$ cat config.mk
export PLATFORM = sky130hd
export DESIGN_NAME = dma_copy_engine
export DESIGN_NICKNAME = d
export VERILOG_FILES = /design/src/rtl/dma_copy_engine.sv
export SDC_FILE = /design/constraint.sdc
export NUM_CORES = 1
export LEC_CHECK = 0
export BUFFER_PORTS_ARGS = -buffer_cell sky130_fd_sc_hd__buf_2
export CAP_MARGIN = 20
export CORE_MARGIN = 3
export CORE_UTILIZATION = 50
export DETAILED_ROUTE_END_ITERATION = 10
export PLACE_DENSITY = 0.8
export SKIP_CTS_REPAIR_TIMING = 1
export SYNTH_ARGS = -nofsm -noshare
export SYNTH_HDL_FRONTEND = slang
export SYNTH_SLANG_ARGS = --single-unit
$ cat constraint.sdc
create_clock -name clock -period 2.45 [get_ports clock]
set_input_delay 0.735 -clock clock [delete_from_list [all_inputs] [get_ports clock]]
set_output_delay 0.735 -clock clock [all_outputs]
set_load 0.005 [all_outputs]
$ cat src/rtl/dma_copy_engine.sv
// ---------------------------------------------------------------------------
// dma_copy_engine
//
// Block-copy engine sitting directly in front of the data memory. While idle
// it passes CPU loads and stores straight through to the memory. Once started,
// it copies dma_len bytes from dma_src to dma_dst in ascending address order.
// Each byte takes two cycles: a read cycle followed by a write cycle. The CPU
// is stalled until the copy completes.
//
// Optional feature, selected by the macro DMA_FILL_MODE_EN:
//   Adds the inputs dma_fill and dma_fill_val. When dma_fill is high at start,
//   the read cycles are skipped and every write stores dma_fill_val, so N
//   bytes take N cycles. Without the macro these ports do not exist.
//
// Ports
//   clock, reset   : system clock; synchronous active-high reset
//   cpu_addr       : CPU address, forwarded to memory while idle
//   cpu_wdata      : CPU store data, forwarded while idle
//   cpu_memWrite   : CPU store enable, forwarded while idle, dropped while busy
//   cpu_rdata      : CPU load data, always equal to mem_data_out
//   cpu_stall      : high while the engine is busy
//   dma_start      : one-cycle start request, honoured only while idle
//   dma_src        : source base address
//   dma_dst        : destination base address
//   dma_len        : byte count (0 completes immediately)
//   dma_busy       : engine not idle
//   dma_done       : one-cycle completion pulse
//   mem_addr       : memory address
//   mem_data_in    : memory write data
//   mem_memWrite   : memory write enable
//   mem_data_out   : memory combinational read data
//   dma_fill       : (fill build only) fill instead of copy
//   dma_fill_val   : (fill build only) byte written by a fill
// ---------------------------------------------------------------------------
module dma_copy_engine #(
  parameter int AW = 8,
  parameter int DW = 8,
  parameter int LW = 8
) (
  input  logic          clock,
  input  logic          reset,
  input  logic [AW-1:0] cpu_addr,
  input  logic [DW-1:0] cpu_wdata,
  input  logic          cpu_memWrite,
  output logic [DW-1:0] cpu_rdata,
  output logic          cpu_stall,
  input  logic          dma_start,
  input  logic [AW-1:0] dma_src,
  input  logic [AW-1:0] dma_dst,
  input  logic [LW-1:0] dma_len,
`ifdef DMA_FILL_MODE_EN
  input  logic          dma_fill,
  input  logic [DW-1:0] dma_fill_val,
`endif
  output logic          dma_busy,
  output logic          dma_done,
  output logic [AW-1:0] mem_addr,
  output logic [DW-1:0] mem_data_in,
  output logic          mem_memWrite,
  input  logic [DW-1:0] mem_data_out
);

  typedef enum logic [1:0] {
    IDLE = 2'd0,
    RD   = 2'd1,
    WR   = 2'd2,
    DONE = 2'd3
  } state_t;

  state_t        state_q;
  logic [AW-1:0] srcPtr_q;
  logic [AW-1:0] dstPtr_q;
  logic [LW-1:0] remaining_q;
  logic [DW-1:0] hold_q;

  // startFill: the request being accepted is a fill.
  // fillMode:  the copy in progress is a fill (RD cycles are skipped).
  // In the copy-only build both are tied low and the fill paths vanish.
  logic startFill;
  logic fillMode;

`ifdef DMA_FILL_MODE_EN
  logic fill_q;

  assign startFill = dma_fill;
  assign fillMode  = fill_q;
`else
  assign startFill = 1'b0;
  assign fillMode  = 1'b0;
`endif

  // Main sequencer. A start is accepted only in IDLE; requests arriving in
  // any other state are ignored and their arguments are not latched. A fill
  // preloads hold_q with the fill byte, so the WR state needs no extra mux:
  // with RD skipped, hold_q simply keeps the fill value for the whole run.
  // The final WR is recognised by remaining_q == 1, before the decrement
  // lands, so DONE follows the last write directly.
  always_ff @(posedge clock) begin
    if (reset) begin
      state_q     <= IDLE;
      srcPtr_q    <= '0;
      dstPtr_q    <= '0;
      remaining_q <= '0;
      hold_q      <= '0;
`ifdef DMA_FILL_MODE_EN
      fill_q      <= 1'b0;
`endif
    end else begin
      case (state_q)
        IDLE: begin
          if (dma_start) begin
            srcPtr_q    <= dma_src;
            dstPtr_q    <= dma_dst;
            remaining_q <= dma_len;
`ifdef DMA_FILL_MODE_EN
            fill_q      <= dma_fill;
            if (dma_fill) begin
              hold_q <= dma_fill_val;
            end
`endif
            if (dma_len == '0) begin
              state_q <= DONE;
            end else if (startFill) begin
              state_q <= WR;
            end else begin
              state_q <= RD;
            end
          end
        end

        RD: begin
          hold_q  <= mem_data_out;
          state_q <= WR;
        end

        WR: begin
          srcPtr_q    <= srcPtr_q + AW'(1);
          dstPtr_q    <= dstPtr_q + AW'(1);
          remaining_q <= remaining_q - LW'(1);
          if (remaining_q == LW'(1)) begin
            state_q <= DONE;
          end else if (fillMode) begin
            state_q <= WR;
          end else begin
            state_q <= RD;
          end
        end

        DONE: begin
          state_q <= IDLE;
        end

        default: begin
          state_q <= IDLE;
        end
      endcase
    end
  end

  // Memory port steering. IDLE forwards the CPU untouched. While busy, the
  // CPU store enable is never forwarded; RD and DONE keep the memory
  // write-disabled, and WR stores the held byte at the destination pointer.
  always_comb begin
    mem_addr     = cpu_addr;
    mem_data_in  = cpu_wdata;
    mem_memWrite = 1'b0;
    case (state_q)
      IDLE: begin
        mem_memWrite = cpu_memWrite;
      end
      RD: begin
        mem_addr = srcPtr_q;
      end
      WR: begin
        mem_addr     = dstPtr_q;
        mem_data_in  = hold_q;
        mem_memWrite = 1'b1;
      end
      default: begin
        mem_memWrite = 1'b0;
      end
    endcase
  end

  // Status outputs are plain decodes of the state register, so they are
  // glitch-free and change only on the clock edge.
  assign dma_busy  = (state_q != IDLE);
  assign cpu_stall = dma_busy;
  assign dma_done  = (state_q == DONE);
  assign cpu_rdata = mem_data_out;

endmodule

# Word level (Yosys, flattened, before mapping)
# Cells that the tools add are included.
[op_classes]
add_sub_neg = 3
n_mux = 13
reduce_logical = 5
n_eq_ne = 5
[ops]
columns = ["cell", "count"]
rows = [
  ["$pmux 8 s2", 4],
  ["$mux 8", 4],
  ["$add 8x1->8 const B", 2],
  ["$eq 8x1->1 const B", 1],
  ["$logic_not 8->1", 1],
  ["$pmux 2 s4", 1],
  ["$sub 8x1->8 const B", 1],
  ["$mux 2", 3],
  ["$eq 2x2->1 const B", 2],
  ["$reduce_bool 2->1", 2],
  ["$eq 2x1->1 const B", 1],
  ["$logic_not 2->1", 1],
  ["$ne 2x2->1 const B", 1],
  ["$pmux 1 s2", 1],
  ["$reduce_and 2->1", 1],
]
[word_totals]
ff_bits = 34
elab_cells = 31
in_bits = 52
output_inout_bits = 28

# Logic depth before layout (Yosys ltp)
[logic_depth]
ltp_word = 4
mapped_depth = 8
depth_no_buf = 6

# Worst setup path before layout
# OpenSTA, ideal clock, no wires.
[synth_path]
path_kind = "reg2out"
startpoint = "reg state_q[0]"
endpoint = "out mem_addr[1]"
arrival_ns = 1.376
n_path_buf = 2
path_stages_with_launch = 7
path_slack_ns = 0.339
required_time_ns = 1.715
cell_sequence = "dfxtp_1 -> inv_1 -> ha_1 -> buf_1 -> clkbuf_1 -> nor2_1 -> a21oi_1"
[synth_between]
elab_chain_len = 2
elab_cells_between_ends = 3
classes_between = "2 x eq/ne; 1 x mux"
[synth_lines]
columns = ["item", "line_no", "text"]
rows = [
  ["from (decl)", "70", "state_t state_q;"],
  ["from (signal assigned)", "100", "state_q <= IDLE;"],
  ["from (signal assigned)", "122", "state_q <= DONE;"],
  ["from (signal assigned)", "124", "state_q <= WR;"],
  ["$eq 2x2->1 or $eq 2x1->1 (tied branches)", "167", "case (state_q)"],
  ["$pmux 8 s2 (*)", "167", ""],
  ["to (decl)", "57", "output logic [AW-1:0] mem_addr,"],
]
# Mark *: on every way between the ends. The rest lies on a longest branch, timed or not.

# Final worst setup path
[layout_path]
startpoint = "reg state_q[0]"
endpoint = "out mem_addr[6]"
# Same word-level chain as after synthesis.

==> summary.md <==
| Metric | Value |
|---|---|
| Outcome | finished, final reports clean |
| Clk pin slew, worst setup/hold paths | 70 ps |
| Worst path slowest cell | dfxtp_1 |
| Peak supply drop | 0.519 mV |
| Post-DR vias/cell | between 5 and 6 |
| Die W | approximately 73 µm |
| First-pass GRT wire length | between 9000 and 10000 µm |
| Reg-to-reg endpoint | srcPtr_q[7]$_SDFFE_PP0P_ |
| Max-Cap Viols | 0 |
| CP bufs+invs | 3 |
| Final worst slack | a little over 100 ps |
| Final hold slack | 498 ps |
| Post-synthesis cell count | approximately 280 |
| Top_reg_cell synth | dfxtp_1 |
| # diodes | 0 |
| Via Count | roughly 2300 |
| WP data required | 1710 ps |
| DRT iter0 DRCs | ~180 |
| Nets | 405 |
| Hold Vio Cnt, Final | 0 |
| CTS tree | done |
| CP startpoint kind | flip-flop |
| Largest net degree at the start of global routing | 47 |
| Rel. slew slack | about 65% |
| Number of global-route vias before repair | a little over 2000 |
| R2R cell count | 7 |
| Post-synthesis cell type count | 43 |
| Initial antenna violation count | 0 |
| Register area share after synthesis | a little under a third |
| GRT Util Overall | between 20 and 25% |
| CP startpoint | state_q[0]$_SDFFE_PP0P_ |
| Clock H-tree levels | 2 |
| Fin crit period | 2350 ps |
| Crit share post-route | 95.8% |
| IO Port Bufs | 79 |
| Row cnt | 23 |
| Fmax | 426 MHz |
| Crit-path cells | inv_1, ha_4, buf_12, a22oi_1, a21oi_1, buf_2 |
| PwrDens | 1260 mW/mm² |
| Clk_skew | between 7 and 8 ps |
| Mapped cell area | approximately 0.0023 mm² |
| Worst Max-Slew Pin Slew | 521 ps |
| Worst flop-to-flop path startpoint | state_q[0]$_SDFFE_PP0P_ |
| Clk_lat worst skew | about 290 ps |
| Post-synth EDFFs | 0 |
| HP Class | reg -> reg |
| Syn-to-layout area delta | 20.2% |
| Yosys warns | 0 |
| CTS root buffer | clkbuf_8 |
| Crit path arrival time | between 1500 and 2000 ps |
| Worst Setup EP | mem_addr[6] |
| Drt total wl | 6020 µm |
| Max incr delay on CP | between 300 and 400 ps |
| CP Class | reg -> out |
| Drc violations | 0 |
| Avg Cell Area, Syn | between 7 and 8 µm² |
| DP HPWL | ~4000 µm |
| Final setup viols | 0 |
| Clk sink count | 34 |
| Yosys reg bits | 34 |
| Syn_nets | 343 |
| Longest Clk Path Bufs | 2 |
| Grt ovf | 0 |
| Reg2Reg Setup Slack | around 420 ps |
| Post-DR wirelength/cell | 15.2 µm |
| DP Worst Slack | 250 ps |
| Slew Limit Fails | 0 |
| Crit. path cell count | 6 |
| Leak Pwr | 1.13 nW |
| I/O pin count | 80 |
| Placeable core region | between 0.004 and 0.005 mm² |
| Die height | about 73 µm |
| GP Congestion | 0.816 |
| CP Capture Type | output pin |
| Share of cells above drive strength 1 | approximately a third |
| Ys async rst share | 0% |
| Pre-Repair DR Iteration Count | 5 |
| Top delay family on crit path | buffers and inverters |
| Routed Antenna Nets | 0 |
| CP max FO | 23 |
| Initial Utilization | a little over half |
| TritonCTS Buffers | 5 |
| Full die area | about 0.0053 mm² |
-- layer usage --
metal	GRT usage, %	routed length, µm
met1	28.0	2440
met2	35.2	2840
met3	6.61	686
met4	8.20	57
met5	0	0
-- through the flow --
stage,cells,setup TNS [ps],utilization (%),power (mW),cell area [µm²]
3_3_place_gp,387,0,61.7,2.83,2580
6_report,396,0,64.9,3.42,2710
5_1_grt,396,-8.61,64.9,3.67,2710
4_1_cts,395,-396,64.0,3.34,2670
2_1_floorplan,283,0,-,2.41,2250
3_5_place_dp,387,0,61.7,2.89,2580
-- worst min-delay path: stages (launching register included) --
cell and delay, ps:
dfxtp_1 330, mux2i_1 60, nor2_1 70
-- report_power, final --
| part | total, mW | switching, mW | leakage [nW] | internal, mW |
|---|---|---|---|---|
| clock | 0.435 | 0.209 | 0.0472 | 0.226 |
| combinational | 1.98 | 1.09 | 0.803 | 0.890 |
| sequential | 0.997 | 0.235 | 0.280 | 0.762 |
-- state kept, by name, summed over array words and instances, names as in the netlist --
signal and count:
dstPtr_q 8, hold_q 8, remaining_q 8, srcPtr_q 8
state_q 2
-- placed cells by master, fill, tap and decap left out, types with 2 or more instances in the layout --
cell,synthesis,final
a211oi_1,7,7
a21o_1,2,2
a21oi_1,26,26
a22oi_1,11,11
a311oi_1,4,4
a31oi_1,2,2
and4_1,2,2
buf_2,6,79
buf_4,12,4
clkbuf_8,0,6
dfxtp_1,34,34
ha_1,8,6
inv_1,7,7
mux2_2,8,8
mux2i_1,12,12
nand2_1,17,17
nand2b_1,5,5
nand3_1,9,9
nand4_1,4,4
nor2_1,41,41
nor2b_1,4,4
nor3_1,10,10
nor3b_1,2,2
nor4_1,2,2
o21ai_0,17,17
o2bb2ai_1,4,4
-- worst min-delay path by stage --
stage,startpoint,end,slack [ps],cells past startpoint
6_report,hold_q[0]$_SDFFE_PP0N_,hold_q[0]$_SDFFE_PP0N_,500,2
5_1_grt,hold_q[5]$_SDFFE_PP0N_,hold_q[5]$_SDFFE_PP0N_,510,2
4_1_cts,hold_q[5]$_SDFFE_PP0N_,hold_q[5]$_SDFFE_PP0N_,500,2
3_5_place_dp,hold_q[5]$_SDFFE_PP0N_,hold_q[5]$_SDFFE_PP0N_,480,2
3_3_place_gp,hold_q[4]$_SDFFE_PP0N_,hold_q[4]$_SDFFE_PP0N_,470,2
2_1_floorplan,hold_q[0]$_SDFFE_PP0N_,hold_q[0]$_SDFFE_PP0N_,450,2
-- synthesized netlist by cell type (5+ instances only) --
| master | number | area share [%] |
|---|---|---|
| nand2b_1 | 5 | 1.4 |
| nor3_1 | 10 | 2.2 |
| buf_4 | 12 | 4.0 |
| buf_2 | 6 | 1.3 |
| o21ai_0 | 17 | 3.8 |
| a211oi_1 | 7 | 2.3 |
| nand2_1 | 17 | 2.8 |
| nor2_1 | 41 | 6.8 |
| nand3_1 | 9 | 2.0 |
| dfxtp_1 | 34 | 30 |
| a21oi_1 | 26 | 5.8 |
| mux2_2 | 8 | 4.0 |
| ha_1 | 8 | 4.4 |
| a22oi_1 | 11 | 3.7 |
| clkbuf_1 | 7 | 1.2 |
| mux2i_1 | 12 | 5.3 |
| inv_1 | 7 | 1.2 |
-- final cells by class --
cell class	count	area (µm²)
fillers	371	1460
multi-input cells	212	1370
flip-flops and latches	34	681
repair buffers	85	470
clock buffers	6	82.6
well taps	50	62.6
inverters	7	26.3
clock inverters	2	12.5
-- cells by family after synthesis --
kind of cell / after synthesis / synth area share (%)
fa+ha+maj: 8 / 4.44
simple gates: 100 / 21.0
flops: 34 / 30.2
compound gates: 82 / 23.8
buf+inv: 37 / 9.50
mux: 22 / 11.0
No activity file was read; power rests on OpenSTA's default activity.
